File: config.mk
export PLATFORM = sky130hd
export DESIGN_NAME = mem_port_arbiter
export DESIGN_NICKNAME = d
export VERILOG_FILES = /design/src/rtl/mem_port_arbiter.sv
export SDC_FILE = /design/constraint.sdc
export NUM_CORES = 1
export LEC_CHECK = 0
export ABC_AREA = 1
export CAP_MARGIN = 20
export CORE_ASPECT_RATIO = 1.4
export CORE_MARGIN = 4
export CORE_UTILIZATION = 37
export CTS_CLUSTER_SIZE = 40
export DETAILED_ROUTE_END_ITERATION = 7
export PLACE_DENSITY = 0.77
export SLEW_MARGIN = 20
export SYNTH_ARGS = -nofsm -noshare
export SYNTH_HDL_FRONTEND = slang
export SYNTH_SLANG_ARGS = --single-unit
export TNS_END_PERCENT = 1
File: constraint.sdc
create_clock -name clk -period 4.43 [get_ports clk]
set_input_delay 0.6645 -clock clk [delete_from_list [all_inputs] [get_ports clk]]
set_output_delay 0.6645 -clock clk [all_outputs]
set_load 0.05 [all_outputs]
File: src/rtl/mem_port_arbiter.sv
// ============================================================================
// mem_port_arbiter : N-port arbiter sharing one single-ported memory bus.
// Optional macro: MEM_ARB_FIXED_PRIORITY_EN (lowest index wins, no rotation).
// Revision: 1.0
// ============================================================================
`default_nettype none

module mem_port_arbiter #(
  parameter int NUM_PORTS = 2,
  parameter int IDX_W     = 1,
  parameter int ADDR_W    = 32,
  parameter int DATA_W    = 32
) (
  input  logic                        clk,
  input  logic                        rst,
  input  logic [NUM_PORTS-1:0]        ien_mem_re,
  input  logic [NUM_PORTS-1:0]        ien_mem_wr,
  input  logic [NUM_PORTS*ADDR_W-1:0] port_addr,
  input  logic [NUM_PORTS*DATA_W-1:0] port_wdata,
  output logic [NUM_PORTS*DATA_W-1:0] port_rdata,
  output logic [NUM_PORTS-1:0]        port_ready,
  output logic [ADDR_W-1:0]           mem_addr,
  output logic [DATA_W-1:0]           mem_wdata,
  output logic                        oen_mem_re,
  output logic                        oen_mem_wr,
  input  logic [DATA_W-1:0]           mem_rdata,
  input  logic                        mem_ready
);

  typedef enum logic [1:0] {
    IDLE = 2'd0,
    BUSY = 2'd1,
    DONE = 2'd2
  } state_t;

  localparam logic [IDX_W-1:0] LAST_PORT = IDX_W'(NUM_PORTS - 1);

  state_t                        state_q, state_d;
  logic [IDX_W-1:0]              rr_ptr_q, rr_ptr_d;
  logic [IDX_W-1:0]              grant_q, grant_d;
  logic [ADDR_W-1:0]             addr_q, addr_d;
  logic [DATA_W-1:0]             wdata_q, wdata_d;
  logic                          oen_re_q, oen_re_d;
  logic                          oen_wr_q, oen_wr_d;
  logic [NUM_PORTS*DATA_W-1:0]   port_rdata_q, port_rdata_d;
  logic [NUM_PORTS-1:0]          port_ready_q, port_ready_d;

  logic [NUM_PORTS-1:0]          req;
  logic [IDX_W-1:0]              winner;
  logic [IDX_W-1:0]              next_ptr;

  assign req = ien_mem_re | ien_mem_wr;

`ifdef MEM_ARB_FIXED_PRIORITY_EN
  always_comb begin
    winner = '0;
    for (int i = NUM_PORTS - 1; i >= 0; i--) begin
      if (req[i]) winner = IDX_W'(i);
    end
  end

  assign next_ptr = '0;
`else
  // Scan upward from rr_ptr with wrap; the first requester found wins.
  always_comb begin
    int  cand;
    logic found;
    winner = '0;
    found  = 1'b0;
    cand   = 0;
    for (int i = 0; i < NUM_PORTS; i++) begin
      cand = int'(rr_ptr_q) + i;
      if (cand >= NUM_PORTS) cand = cand - NUM_PORTS;
      if (!found && req[cand]) begin
        winner = IDX_W'(cand);
        found  = 1'b1;
      end
    end
  end

  assign next_ptr = (grant_q == LAST_PORT) ? '0 : grant_q + 1'b1;
`endif

  always_comb begin
    state_d      = state_q;
    rr_ptr_d     = rr_ptr_q;
    grant_d      = grant_q;
    addr_d       = addr_q;
    wdata_d      = wdata_q;
    oen_re_d     = oen_re_q;
    oen_wr_d     = oen_wr_q;
    port_rdata_d = port_rdata_q;
    port_ready_d = '0;

    case (state_q)
      IDLE: begin
        if (|req) begin
          state_d  = BUSY;
          grant_d  = winner;
          addr_d   = port_addr[winner*ADDR_W +: ADDR_W];
          wdata_d  = port_wdata[winner*DATA_W +: DATA_W];
          // Write takes precedence when a port raises both enables.
          oen_wr_d = ien_mem_wr[winner];
          oen_re_d = ~ien_mem_wr[winner];
        end
      end
      BUSY: begin
        if (mem_ready) begin
          state_d               = DONE;
          oen_re_d              = 1'b0;
          oen_wr_d              = 1'b0;
          port_ready_d[grant_q] = 1'b1;
          if (oen_re_q) begin
            port_rdata_d[grant_q*DATA_W +: DATA_W] = mem_rdata;
          end
        end
      end
      DONE: begin
        state_d  = IDLE;
        rr_ptr_d = next_ptr;
      end
      default: begin
        state_d  = IDLE;
        oen_re_d = 1'b0;
        oen_wr_d = 1'b0;
      end
    endcase
  end

  always_ff @(posedge clk or posedge rst) begin
    if (rst) begin
      state_q      <= IDLE;
      rr_ptr_q     <= '0;
      grant_q      <= '0;
      addr_q       <= '0;
      wdata_q      <= '0;
      oen_re_q     <= 1'b0;
      oen_wr_q     <= 1'b0;
      port_rdata_q <= '0;
      port_ready_q <= '0;
    end else begin
      state_q      <= state_d;
      rr_ptr_q     <= rr_ptr_d;
      grant_q      <= grant_d;
      addr_q       <= addr_d;
      wdata_q      <= wdata_d;
      oen_re_q     <= oen_re_d;
      oen_wr_q     <= oen_wr_d;
      port_rdata_q <= port_rdata_d;
      port_ready_q <= port_ready_d;
    end
  end

  assign port_rdata = port_rdata_q;
  assign port_ready = port_ready_q;
  assign mem_addr   = addr_q;
  assign mem_wdata  = wdata_q;
  assign oen_mem_re = oen_re_q;
  assign oen_mem_wr = oen_wr_q;

endmodule

`default_nettype wire

# Word level (Yosys, flattened, before mapping)
# Cells that the tools add are included.
[classes]
add_sub_neg = 5
mul = 0
div_mod_pow = 0
n_lt_le_gt_ge = 7
eq_ne = 4
shift = 4
mux = 27
bitwise_logic = 3
reduce_logical = 9
[ops]
columns = ["operator", "n"]
rows = [
  ["indexed part select 64 x 7 -> 32 bit", 2],
  ["bitwise mux 64 bit", 1],
  ["less-than comparator 32 x 3 -> 1 bit, second input constant", 2],
  ["2-to-1 mux 32 bit", 2],
  ["variable shift 32 x 34 -> 64 bit, first input constant", 1],
  ["indexed part select 32 x 34 -> 64 bit", 1],
  ["negator 6 -> 34 bit", 1],
  ["2-to-1 mux 1 bit", 16],
  ["2-to-1 mux 2 bit", 4],
  ["case mux 1 bit (3 select lines)", 2],
  ["AND reduction 3 bit", 2],
  ["less-than comparator 1 x 2 -> 1 bit, second input constant", 2],
  ["!= test 2 bit, second input constant", 2],
  ["case mux 2 bit (2 select lines)", 1],
  ["AND reduction 2 bit", 2],
  ["subtractor 1 x 2 -> 3 bit, second input constant", 1],
  ["subtractor 2 x 2 -> 3 bit, second input constant", 1],
  ["adder 1 x 1 -> 2 bit, second input constant", 1],
  ["== test 2 x 1 -> 1 bit, second input constant", 1],
  ["== test 2 bit, second input constant", 1],
  [">= comparator 1 x 2 -> 1 bit, second input constant", 1],
  [">= comparator 2 bit, second input constant", 1],
  ["logical AND 1 bit", 2],
  ["logical NOT 2 bit", 1],
  ["other kinds (7)", 8],
]
[totals]
ff_bits = 136
latch_bits = 0
mem_bits_rw = 0
rom_bits = 0
output_inout_bits = 132
elab_cells = 68
n_memories = 0

# Depth between registers and ports, before layout
[logic_depth]
ltp_word = 14
mapped_depth = 8

# Least setup slack after synthesis
# No wires, ideal clock.
[synth_timing]
path_kind = "input to register"
from = "input port ien_mem_wr[1]"
to = "register addr_q[0], in the netlist mem_addr[0]"
setup_time_ns = 0.118
t_arrival_ns = 1.443
t_required_ns = 4.312
setup_slack_ns = 2.869
path_stages = 8
n_path_buf = 2
cell_sequence = "nor2_1 -> nand2_1 -> nand2_1 -> inv_2 -> buf_4 -> buf_6 -> nand3_1 -> nand2_1"
[synth_between]
elab_chain_cells = 9
[synth_lines]
columns = ["element", "line", "source"]
rows = [
  ["from (decl)", "17", "input logic [NUM_PORTS-1:0] ien_mem_wr,"],
  ["bitwise OR 2 bit (*)", "52", "assign req = ien_mem_re | ien_mem_wr;"],
  ["2-to-1 mux 1 bit (not written as such) (3 in series)", "74", "if (!found && req[cand]) begin"],
  ["2-to-1 mux 1 bit", "74", ""],
  ["logical NOT 1 bit", "74", ""],
  ["logical AND 1 bit", "74", ""],
  ["2-to-1 mux 1 bit", "74", ""],
  ["indexed part select 64 x 7 -> 32 bit", "100", "addr_d = port_addr[winner*ADDR_W +: ADDR_W];"],
  ["to (signal assigned)", "145", "addr_q <= addr_d;"],
  ["to (decl)", "41", "logic [ADDR_W-1:0] addr_q, addr_d;"],
]
# Mark *: on every way between the ends. The rest lies on a longest branch, timed or not. The select of a mux whose other input is x is not followed.
# A chain may end at the register's enable or synchronous reset.

# Final worst setup path
[layout_timing]
from = "register oen_re_q, in the netlist oen_mem_re"
to = "output port oen_mem_re"
[layout_rtl]
columns = ["element", "line", "source"]
rows = [
  ["from (decl)", "43", "logic oen_re_q, oen_re_d;"],
  ["from (signal assigned)", "147", "oen_re_q <= oen_re_d;"],
  ["to (decl)", "24", "output logic oen_mem_re,"],
]
# No word-level cell between the ends.

==> impl_metrics.tcl <==
set metrics [dict create \
    wire_per_inst_microns 15.3 \
    ys_seq_area_share_pct 54.3 \
    cpPeakStageDelay_ps 870 \
    grt_pass1_wl_mm 30.6 \
    h-tree-depth 4 \
    power_frac_comb_pct 57.5 \
    cts_buffer_depth 2 \
    numPortBuffers 298 \
    via_per_inst 4.67 \
    path_cells "clkdlybuf4s50_1" \
    initial_core_util_pct 37.6 \
    grt_pass1_vias 5831 \
    ys_seq_elements 136 \
    rows 56 \
    worst-endpoint-arrival_ps 1660 \
    cts_buffers 17 \
    core_area_sq_um 16700 \
    clock-sinks 136 \
    met3_usage_pct 4.98 \
    critical_path_peak_fanout 3 \
    timing.fmax_mhz 430 \
    cp.required_ps 3770 \
    remaining_drc_errors 0 \
    syn_area_sq_um 6270 \
    fin_crit_sh_pct 52.5 \
    hold_slack_ps 475 \
    drt_wl_total_mm 19.3 \
    slew_violations 0 \
    period_needed_ps 2330 \
    r2r_slack_ps 2460 \
    reg2reg_from "state_q[0]" \
    intPower_uw 4200 \
    cts_tree "done" \
    die_w_microns 118 \
    vdd_drop_max_mv 0.768 \
    outcome "completed" \
    clkTransAtPathRegs_ps 60 \
    drv_cap 0 \
    postCtsResizedCells 0 \
    synth_cell_type_count 18 \
    route.antenna.remaining_nets 0 \
    dieArea_sq_um 19100 \
    crit_buf_inv 1 \
    gr-total-overflow 0 \
    area_growth_pct 58.1 \
    layout.cells.non_filler 1260 \
    swShare_pct 49.9 \
    clock_latency_ps 410 \
    cp_slowest_cell "clkdlybuf4s50_1" \
    cts_hold_buf 0 \
    dr.pass1.iters 5 \
    fin_nets 1211 \
    hold_viol_final 0 \
    use_met1_pct 23.9 \
    vias 5882 \
    max_slew_margin_pct 31.5 \
    whs_endpoint "mem_wdata[5]" \
    tns_ps 0 \
    power_switching_uw 4190 \
    power_density_nw_per_um2 847 \
    critPathLaunchType "flip-flop" \
    ios 299 \
    place_congestion 0.827 \
    hpwl_mm 13.7 \
    gr-max-usage-layer "met2" \
    diodes 0 \
    seq_power_share_pct 26.1 \
    leakage_uw 0.00483 \
    rsz0062_at_grt "false" \
    p_clk_share_pct 16.5 \
    path_class "reg2out" \
    final_util_pct 59.4 \
    hold_path_class "reg2reg" \
    dp.cells 1228 \
    antenna_found_initial 0 \
    synth.net_count 934 \
    finalSetupViolCount 0 \
    drt_first_iter_violations 376 \
    critPathTopFamily "buffers and inverters" \
    cts_setup_buffers 0 \
    drive_gt1_share_pct 4.64 \
    synth-warning-count 0 \
    finClkSkew_ps 8.33 \
    grt_max_degree 107 \
    worst-r2r-cell-count 6 \
    syn_avg_cell_area_sq_um 8.17 \
    die_h_microns 162 \
    tightest_slew_ps 1020 \
    worstHoldStart "mem_wdata[5]" \
    syn-instance-count 767 \
    grt_usage_pct 20.1 \
    holdPathStages 2 \
    r2r_end "mem_addr[17]" \
    met2_usage_pct 34.7 \
    setup.worst_path.end_class "output pin" \
    root_buffer "clkbuf_16" \
]
routing by layer:
metal	part of all wire (%)	routed length, microns
met5	0	0
met4	2.5	486
met3	6.2	1200
met2	51	9910
met1	40	7700
power by group through the flow:
stage	clock network [uW]	registers, uW	logic [uW]
detailed placement	0	2200	4860
CTS	1420	2190	4870
global route	1470	2270	5110
global placement	0	2180	4810
floorplan	0	4220	1150
finish	1380	2190	4820
cell usage in the layout (no fill, tap or decap):
master	instances
o21ai_1	1
buf_4	7
nand2_1	270
nand2_2	4
bufinv_16	2
clkinv_2	5
inv_2	2
dfrtp_1	136
nor2_1	4
clkbuf_16	17
nor2_2	1
inv_1	100
o21ai_0	65
nand3b_1	64
nand3_1	68
o21ai_4	1
inv_6	4
clkinv_4	2
clkinvlp_4	3
clkdlybuf4s50_1	298
or2_2	1
nor3_1	2
logic make-up (layout without fill, tap and decap cells):
| group | Yosys count | in the layout | share of synthesized area (%) |
|---|---|---|---|
| buffers and inverters | 150 | 440 | 10.1 |
| flip-flops | 136 | 136 | 54.3 |
| AND/OR/NAND/NOR | 414 | 414 | 30.2 |
| AO/OA/AOI/OAI | 67 | 67 | 5.35 |
how the worst max path moves through the flow:
stage,from,to,slack [ps],cells past startpoint
after floorplan,rst,grant_q,130,1
after global placement,ien_mem_wr[1],mem_wdata[8],1730,8
after detailed placement,ien_mem_re[0],mem_addr[17],1690,8
after CTS,oen_mem_re,oen_mem_re,2060,1
after global routing,ien_mem_wr[1],mem_wdata[24],1960,8
final,oen_mem_re,oen_mem_re,2100,1
sequential cells by signal (all words and copies together), names as in the netlist:
name,count
grant_q,1
mem_addr,32
mem_wdata,32
oen_mem_re,1
oen_mem_wr,1
port_rdata,64
port_ready,2
rr_ptr_q,1
state_q,2
synth_stat cells (all sizes together):
cell,count,share of area (%)
inv,103,6.2
dfrtp,136,54
buf,30,3.0
nand3b,64,7.7
nand3,68,5.4
nand2,274,16
o21ai,67,5.4
or2,1,0.10
clkbuf,17,1.0
nor3,2,0.16
nor2,5,0.34
through the flow:
| step | worst slack, ps | instance area (sq um) | power [uW] |
|---|---|---|---|
| final | 2100 | 9900 | 8390 |
| after global routing | 1960 | 9900 | 8850 |
| after CTS | 2060 | 9900 | 8480 |
| after detailed placement | 1690 | 9330 | 7060 |
| after global placement | 1730 | 9330 | 6990 |
| after floorplan | 126 | 6270 | 5370 |
tightest hold or removal path, stage by stage (launching register included):
cell	delay, ps
dfrtp_1	340
nand2_1	50
nand2_1	50
cell type report:
| cell class | count | area (sq um) |
|---|---|---|
| fillers | 1498 | 6770 |
| flip-flops and latches | 136 | 3400 |
| repair buffers | 305 | 3040 |
| well taps | 203 | 254 |
| inverters | 103 | 392 |
| multi-input cells | 481 | 2240 |
| clock buffers | 17 | 425 |
| clock inverters | 15 | 151 |
(Power assumes the default switching activity.)
